--- src/rtl/dec_pkg.sv ---
// dec_pkg: shared widths, FSM states and decode helper for the sequenced 3-to-8 decoder
package dec_pkg;
   localparam int CODE_W = 3;
   localparam int OUT_W = 8;
   typedef enum logic [1:0] {IDLE, HOLD, GAP} dec_state_t;
   function automatic logic [OUT_W-1:0] decode(input logic [CODE_W-1:0] code);
      return OUT_W'(1) << code;
   endfunction
endpackage

--- src/rtl/dec3_8_seq_if.sv ---
// dec3_8_seq_if: code input handshake and one-hot strobe output of the sequenced decoder
interface dec3_8_seq_if;
   import dec_pkg::*;
   logic [CODE_W-1:0] in_code;
   logic in_valid;
   logic in_ready;
   logic [OUT_W-1:0] y;
   logic y_valid;
   modport master (output in_code, in_valid, input in_ready, y, y_valid);
   modport slave (input in_code, in_valid, output in_ready, y, y_valid);
endinterface

--- src/rtl/code_fifo.sv ---
// code_fifo: synchronous FIFO with wrap-bit pointers; push/pop are ignored when full/empty
module code_fifo #(
   parameter int WIDTH = 3,
   parameter int DEPTH = 2
) (
   input  logic             clk,
   input  logic             rst_n,
   input  logic             push,
   input  logic             pop,
   input  logic [WIDTH-1:0] wr_data,
   output logic [WIDTH-1:0] rd_data,
   output logic             full,
   output logic             empty
);
   localparam int AW = $clog2(DEPTH);
   logic [WIDTH-1:0] mem [DEPTH];
   logic [AW:0] wr_ptr, rd_ptr;
   logic wr_en, rd_en;
   assign wr_en = push && !full;
   assign rd_en = pop && !empty;
   assign empty = wr_ptr == rd_ptr;
   assign full = (wr_ptr[AW] != rd_ptr[AW]) && (wr_ptr[AW-1:0] == rd_ptr[AW-1:0]);
   assign rd_data = mem[rd_ptr[AW-1:0]];
   always_ff @(posedge clk) begin
      if (!rst_n) begin
         wr_ptr <= '0;
         rd_ptr <= '0;
      end else begin
         if (wr_en) wr_ptr <= wr_ptr + 1'b1;
         if (rd_en) rd_ptr <= rd_ptr + 1'b1;
      end
   end
   always_ff @(posedge clk) begin
      if (wr_en) mem[wr_ptr[AW-1:0]] <= wr_data;
   end
endmodule

--- src/rtl/dec3_8_seq.sv ---
// dec3_8_seq: buffers 3-bit codes and replays each as a one-hot strobe held HOLD_CYCLES,
// separated by GAP_CYCLES of y==0
module dec3_8_seq
   import dec_pkg::*;
#(
   parameter int DEPTH = 2,
   parameter int HOLD_CYCLES = 4,
   parameter int GAP_CYCLES = 1
) (
   input  logic clk,
   input  logic rst_n,
   input  logic en,
   dec3_8_seq_if.slave bus,
   output logic busy
);
   localparam int HW = $clog2(HOLD_CYCLES + 1);
   localparam int GW = (GAP_CYCLES > 0) ? $clog2(GAP_CYCLES + 1) : 1;
   localparam logic [HW-1:0] HOLD_INIT = HW'(HOLD_CYCLES - 1);
   localparam logic [GW-1:0] GAP_INIT = GW'(GAP_CYCLES - 1);
   dec_state_t state, state_d;
   logic [HW-1:0] hold_cnt, hold_d;
   logic [GW-1:0] gap_cnt, gap_d;
   logic [OUT_W-1:0] y_q, y_d;
   logic y_valid_q;
   logic [CODE_W-1:0] rd_data;
   logic full, empty, pop, load, start;
   code_fifo #(.WIDTH(CODE_W), .DEPTH(DEPTH)) u_fifo (
      .clk    (clk),
      .rst_n  (rst_n),
      .push   (bus.in_valid && bus.in_ready),
      .pop    (pop),
      .wr_data(bus.in_code),
      .rd_data(rd_data),
      .full   (full),
      .empty  (empty)
   );
   assign bus.in_ready = !full;
   assign bus.y = y_q;
   assign bus.y_valid = y_valid_q;
   assign busy = (state != IDLE) || !empty;
   assign load = en && !empty;
   // start overrides whatever the state branch decided, so a load always wins
   always_comb begin
      state_d = state;
      hold_d = hold_cnt;
      gap_d = gap_cnt;
      y_d = y_q;
      start = 1'b0;
      pop = 1'b0;
      case (state)
         IDLE: start = load;
         HOLD: begin
            if (hold_cnt != '0) hold_d = hold_cnt - 1'b1;
            else begin
               y_d = '0;
               gap_d = GAP_INIT;
               state_d = (GAP_CYCLES == 0) ? IDLE : GAP;
               start = (GAP_CYCLES == 0) && load;
            end
         end
         GAP: begin
            if (gap_cnt != '0) gap_d = gap_cnt - 1'b1;
            else begin
               state_d = IDLE;
               start = load;
            end
         end
         default: state_d = IDLE;
      endcase
      if (start) begin
         pop = 1'b1;
         y_d = decode(rd_data);
         hold_d = HOLD_INIT;
         state_d = HOLD;
      end
   end
   always_ff @(posedge clk) begin
      if (!rst_n) begin
         state <= IDLE;
         hold_cnt <= '0;
         gap_cnt <= '0;
         y_q <= '0;
         y_valid_q <= 1'b0;
      end else begin
         state <= state_d;
         hold_cnt <= hold_d;
         gap_cnt <= gap_d;
         y_q <= y_d;
         y_valid_q <= |y_d;
      end
   end
endmodule

--- src/flat_wrapper.sv ---
// flat-port wrapper written by rule: the top's interface ports become plain ports
module dec3_8_seq_flat import dec_pkg::*;
#(
   parameter int DEPTH = 2,
   parameter int HOLD_CYCLES = 4,
   parameter int GAP_CYCLES = 1
)
  (clk, rst_n, en, busy, bus_in_code, bus_in_valid, bus_in_ready, bus_y, bus_y_valid);
  dec3_8_seq_if bus_i ();
  input  logic clk;
  input  logic rst_n;
  input  logic en;
  output logic busy;
  input wire logic [$bits(bus_i.in_code)-1:0] bus_in_code;
  input wire logic [$bits(bus_i.in_valid)-1:0] bus_in_valid;
  output wire logic [$bits(bus_i.in_ready)-1:0] bus_in_ready;
  output wire logic [$bits(bus_i.y)-1:0] bus_y;
  output wire logic [$bits(bus_i.y_valid)-1:0] bus_y_valid;
  assign bus_i.in_code = bus_in_code;
  assign bus_i.in_valid = bus_in_valid;
  assign bus_in_ready = bus_i.in_ready;
  assign bus_y = bus_i.y;
  assign bus_y_valid = bus_i.y_valid;
  dec3_8_seq #(.DEPTH(DEPTH), .HOLD_CYCLES(HOLD_CYCLES), .GAP_CYCLES(GAP_CYCLES)) u_core (.clk(clk), .rst_n(rst_n), .en(en), .bus(bus_i), .busy(busy));
endmodule
--- config.mk ---
export PLATFORM = sky130hd
export DESIGN_NAME = dec3_8_seq_flat
export DESIGN_NICKNAME = d
export VERILOG_FILES = /design/src/rtl/dec_pkg.sv /design/src/rtl/dec3_8_seq_if.sv /design/src/rtl/code_fifo.sv /design/src/rtl/dec3_8_seq.sv /design/src/flat_wrapper.sv
export SDC_FILE = /design/constraint.sdc
export NUM_CORES = 1
export LEC_CHECK = 0
export BUFFER_PORTS_ARGS = -buffer_cell sky130_fd_sc_hd__buf_2
export CAP_MARGIN = 20
export CORE_ASPECT_RATIO = 1.75
export CORE_MARGIN = 5
export CORE_UTILIZATION = 25
export CTS_CLUSTER_DIAMETER = 30
export DETAILED_ROUTE_END_ITERATION = 6
export SLEW_MARGIN = 40
export SYNTH_ARGS = -nofsm -noshare
export SYNTH_HDL_FRONTEND = slang
export SYNTH_SLANG_ARGS = --single-unit
--- constraint.sdc ---
create_clock -name clk -period 3.2 [get_ports clk]
set_input_delay 0.8 -clock clk [delete_from_list [all_inputs] [get_ports clk]]
set_output_delay 0.8 -clock clk [all_outputs]
set_load 0.01 [all_outputs]
==> flow_metrics.py, run 1 <==
metrics = {
    "cells_and_area": {
        "final_util_pct": 29.4,
        "nets": 142,
        "area.growth.synth_to_final_pct": 14.2,
        "fill_cells": 501,
        "drive_gt1_share_pct": 18.9,
        "final_area_um2": 1370,
        "antenna_cells": 0,
        "final_cell_mix": "dfxtp_1 (19), buf_2 (17), mux2i_1 (16)",
        "final_common_cell": "dfxtp_1",
        "fin_cells": 184,
    },
    "sta": {
        "fmax_mhz": 465,
        "rsz0062_at_grt": "false",
        "worst_slew_pin_slew_ps": 502,
        "layout_setup_ws_ps": 1050,
        "finalCritPeriodShare_pct": 67.2,
        "holdWs_ps": 487,
        "skew_ps": 2.21,
        "setup_viol": 0,
        "maxSlewHeadroom_pct": 66.5,
        "hold_violations": 0,
        "fin_crit_ps": 2150,
        "slew_viol_final": 0,
        "finalSetupTns_ps": 0,
    },
    "yosys": {
        "yosys_warnings": 0,
        "synth_cell_types": 35,
        "ys_seq_elements": 25,
        "synth_edf_count": 6,
        "yosysSeqAreaShare_pct": 46.7,
        "synth_area_per_cell_um2": 10.3,
        "async_flop_share_pct": 0,
        "syn_nets": 125,
        "ys.flop_type": "dfxtp_1",
        "netlist_area_um2": 1200,
        "syn_inst": 116,
    },
    "detailed_routing": {
        "num_vias": 877,
        "first_iter_violations": 12,
        "ant_nets": 0,
        "drt-total-wl_um": 2330,
        "firstDrtPassIters": 4,
        "drc": 0,
        "post_drt_wl_per_cell_um": 12.6,
        "viasPerCell": 4.77,
    },
    "critical_path": {
        "criticalPathCategory": "register to output port",
        "critPathLaunch": "u_core.u_fifo.wr_ptr[0]",
        "r2r-start": "u_core.u_fifo.wr_ptr[0]",
        "ff2ff_setup_slack_ps": 1610,
        "crit_fanout": 6,
        "start_kind": "register",
        "critPathRequiredTime_ps": 2400,
        "end_kind": "output port",
        "crit_arrival_ps": 1350,
    },
    "min_path": {
        "hold_class": "register to register",
        "worstHoldStart": "u_core.bus.y[5]",
    },
    "clock_network": {
        "clk_pin_slew_ps": 90,
        "cts_buffer_depth": 2,
        "ctsResizeCount": 0,
        "root_buffer": "clkbuf_8",
        "cts_made_buffers": 3,
        "cts_tree": "built",
        "cts_sinks": 25,
        "worstSkewPairLatency_ps": 260,
        "cts.htree.levels": 1,
        "post-cts-setup-buffers": 0,
        "cts.hold.buffers_added": 0,
    },
    "run_status": {
        "status": "completed",
    },
    "die": {
        "die_area_um2": 6340,
        "die_h_um": 102,
        "initial_core_util_pct": 25.7,
        "fp.dieW_um": 62.4,
        "ios": 18,
        "coreArea_um2": 4670,
        "row_count": 33,
    },
    "place": {
        "hpwl_um": 1890,
        "routabilityCongestion": 0.704,
        "placedCellCount": 180,
        "pre_cts_slack_ps": 1340,
        "dpl_cell_area_um2": 1320,
        "numPortBuffers": 17,
    },
    "power_and_ir_drop": {
        "total_power_uw": 884,
        "vdd_drop_max_mv": 0.243,
        "p_per_area_nw_per_um2": 645,
        "leakage_nw": 0.589,
    },
    "grt": {
        "grt_pass1_vias": 905,
        "grt_pass1_wl_um": 3950,
        "grt.total_usage_pct": 7.78,
        "grt_max_degree": 25,
        "grt.overflow.total": 0,
        "antenna_found_initial": 0,
    },
    "flow_run": {
        "cap_violations": 0,
    },
}
==> cells by family after synthesis <==
kind of cell	Yosys count	share of synthesized area [%]
buffers and inverters	10	3.75
and+or+nand+nor	40	18.8
AOI/OAI and AO/OA	19	12.2
muxes	17	14.3
adders and majority gates	2	2.09
DFF	25	46.7
xor gates and xnor gates	3	2.19
==> sequential cells by signal, summed over array words and instances (netlist names), named ones only <==
register              flops
u_core.u_fifo.rd_ptr      2
u_core.state              2
u_core.hold_cnt           3
u_core.bus.y_valid        1
u_core.u_fifo.mem         6
u_core.bus.y              8
u_core.u_fifo.wr_ptr      2
==> per-layer routing <==
| layer | wire, um | vias up | global-route usage, % |
|---|---|---|---|
| met5 | 0 | - | 0 |
| met4 | 71 | 0 | 4.58 |
| met3 | 79 | 7 | 1.78 |
| met2 | 1310 | 16 | 15.1 |
| met1 | 864 | 397 | 7.23 |
| li1 | - | 457 | - |
==> power by group <==
part	total (mW)	switching, mW	internal [mW]	leakage (nW)
sequential	0.416	0.0435	0.373	0.211
combinational	0.283	0.158	0.125	0.352
clock	0.184	0.0974	0.0870	0.0255
total	0.884	0.299	0.585	0.589
==> cells in the mapped netlist (2+ instances only) <==
master    instances  area, um2
nor2_1            5       18.8
edfxtp_1          6        180
o211ai_1          8       60.1
a21oi_1           2       10.0
clkbuf_1          3       11.3
nor3b_1           3       22.5
dfxtp_1          19        380
or4_1             2       15.0
and3b_1           3       26.3
ha_1              2       25.0
nand2_1           7       26.3
nand2b_1          3       18.8
xnor2_1           2       17.5
inv_1             5       18.8
nor3_1            3       15.0
nand3_1           9       45.0
mux2i_1          16        160
==> cell type report <==
| type | instances | area, um2 | share of cell area [%] |
|---|---|---|---|
| Multi-Input combinational cell | 81 | 594 | 43.4 |
| Clock buffer | 3 | 41.3 | 3.01 |
| Clock inverter | 1 | 5.00 | 0.365 |
| Timing Repair Buffer | 17 | 85.1 | 6.21 |
| Tap cell | 52 | 65.1 | 4.75 |
| Inverter | 5 | 18.8 | 1.37 |
| Sequential cell | 25 | 561 | 40.9 |
==> critical path: stages (launching register included) <==
cell and delay [ps]:
dfxtp_1 370, xnor2_1 400, nand3_1 140, buf_2 170
==> worst paths after layout <==
| kind | cells past startpoint | to |
|---|---|---|
| worst max-delay path | 3 | busy |
| worst min register to register | 2 | u_core.bus.y[5] |
| worst min-delay path | 2 | u_core.bus.y[5] |
| worst max register to register | 3 | u_core.bus.y[4] |
Power figures use the tool's default switching activity.
==> run 2: changes to the inputs <==
==> constraint.sdc (replaced) <==
create_clock -name clk -period 2.2 [get_ports clk]
set_input_delay 0.55 -clock clk [delete_from_list [all_inputs] [get_ports clk]]
set_output_delay 0.55 -clock clk [all_outputs]
set_load 0.01 [all_outputs]
==> flow_metrics.py, run 2 (same netlist as run 1, synthesis figures left out) <==
metrics = {
    "run_status": {
        "status": "completed",
    },
    "critical_path": {
        "critPathRequiredTime_ps": 1650,
        "path_cells": "xnor2_1, nand3_1, buf_2",
        "reg2regPathDepth": 3,
        "crit_arrival_ps": 1330,
        "slowest_stage": "xnor2_1",
        "criticalPathCategory": "register to output port",
        "timing.rr.end": "u_core.bus.y[7]",
        "end_kind": "output port",
        "r2r-start": "u_core.u_fifo.wr_ptr[0]",
        "crit_fanout": 6,
        "slowest_delay_ps": 400,
        "start_kind": "register",
        "ff2ff_setup_slack_ps": 620,
    },
    "cells_and_area": {
        "antenna_cells": 0,
        "fill_cells": 507,
        "final_util_pct": 29.5,
        "final_common_cell": "dfxtp_1",
        "final_cell_mix": "dfxtp_1 (19), buf_2 (17), mux2i_1 (16)",
        "nets": 143,
        "drive_gt1_share_pct": 18.8,
        "area.growth.synth_to_final_pct": 14.7,
        "fin_cells": 185,
        "largest_reg_flops": 8,
    },
    "clock_network": {
        "root_buffer": "clkbuf_8",
        "cts.htree.levels": 1,
        "clk_pin_slew_ps": 90,
        "post-cts-setup-buffers": 0,
        "cts_tree": "built",
        "ctsResizeCount": 0,
        "cts_buffer_depth": 2,
        "cts_sinks": 25,
        "worstSkewPairLatency_ps": 270,
        "cts_made_buffers": 3,
        "cts.hold.buffers_added": 0,
    },
    "detailed_routing": {
        "drt-total-wl_um": 2380,
        "ant_nets": 0,
        "firstDrtPassIters": 2,
        "num_vias": 893,
        "first_iter_violations": 3,
        "post_drt_wl_per_cell_um": 12.9,
        "viasPerCell": 4.83,
        "drc": 0,
    },
    "die": {
        "coreArea_um2": 4670,
        "initial_core_util_pct": 25.7,
        "die_h_um": 102,
        "fp.dieW_um": 62.4,
        "row_count": 33,
        "ios": 18,
        "die_area_um2": 6340,
    },
    "place": {
        "placedCellCount": 181,
        "numPortBuffers": 17,
        "pre_cts_slack_ps": 599,
        "routabilityCongestion": 0.755,
        "hpwl_um": 1910,
    },
    "grt": {
        "grt.busiest_layer": "met2",
        "grt.total_usage_pct": 8.21,
        "grt.overflow.total": 0,
        "grt_pass1_vias": 904,
        "met1_usage_pct": 8.10,
        "grt_use_met3_pct": 2.44,
        "antenna_found_initial": 0,
        "grt_pass1_wl_um": 4170,
        "grt_max_degree": 14,
        "grt_use_met2_pct": 15.3,
    },
    "flow_run": {
        "cap_violations": 0,
    },
    "sta": {
        "finalCritPeriodShare_pct": 85.7,
        "maxSlewHeadroom_pct": 66.2,
        "skew_ps": 2.59,
        "worst_slew_pin_slew_ps": 507,
        "fin_crit_ps": 1880,
        "rsz0062_at_grt": "false",
        "layout_setup_ws_ps": 316,
        "slew_viol_final": 0,
        "hold_violations": 0,
        "setup_viol": 0,
        "finalSetupTns_ps": 0,
        "fmax_mhz": 531,
    },
    "min_path": {
        "worstHoldStart": "bus_in_code[2]",
        "min_delay_path_depth": 1,
        "hold_class": "input pin to register",
        "min_to": "u_core.u_fifo.mem[1][2]",
    },
    "power_and_ir_drop": {
        "leakage_nw": 0.591,
        "p_per_area_nw_per_um2": 938,
        "vdd_drop_max_mv": 0.307,
    },
}
-- run 2: cell type report --
cell class / count / area [um2] / share of cell area [%]
Clock buffer: 4 / 45.0 / 3.27
Multi-Input combinational cell: 81 / 594 / 43.2
Sequential cell: 25 / 561 / 40.7
Inverter: 5 / 18.8 / 1.36
Timing Repair Buffer: 18 / 92.6 / 6.73
Tap cell: 52 / 65.1 / 4.73
-- run 2: layer usage --
layer | up-vias | part of all wire, % | routed length (um)
met5 | - | 0 | 0
met4 | 0 | 2.7 | 64
li1 | 457 | - | -
met2 | 14 | 56 | 1340
met1 | 415 | 37 | 874
met3 | 7 | 4.2 | 100
-- run 2: report_power, final --
| part | switching [mW] | total [mW] | internal [mW] |
|---|---|---|---|
| Clock | 0.143 | 0.273 | 0.130 |
| Sequential | 0.0623 | 0.605 | 0.542 |
| Combinational | 0.229 | 0.414 | 0.184 |
-- run 2: critical path, delay by kind of cell, from the launching register on --
kind	cells	cell delay, ps
xor gates and xnor gates	1	400
buffers and inverters	1	170
DFF	1	360
and+or+nand+nor	1	140
-- run 2: worst max-delay path by stage --
stage | startpoint | to | slack, ps | cells after the start
after global placement | u_core.u_fifo.wr_ptr[0] | busy | 620 | 3
final | u_core.u_fifo.wr_ptr[0] | busy | 320 | 3
after global routing | u_core.u_fifo.wr_ptr[0] | busy | 200 | 3
after floorplan | u_core.u_fifo.wr_ptr[0] | busy | 790 | 2
after detailed placement | u_core.u_fifo.wr_ptr[0] | busy | 600 | 3
after CTS | u_core.u_fifo.wr_ptr[0] | busy | 290 | 3
-- run 2: metrics by stage --
step / instance area, um2 / power, mW / hold WS [ps]
2_1_floorplan: 1200 / 0.939 / 474
3_3_place_gp: 1330 / 1.04 / 468
3_5_place_dp: 1330 / 1.04 / 473
4_1_cts: 1380 / 1.31 / 465
5_1_grt: 1380 / 1.40 / 458
6_report: 1380 / 1.29 / 469
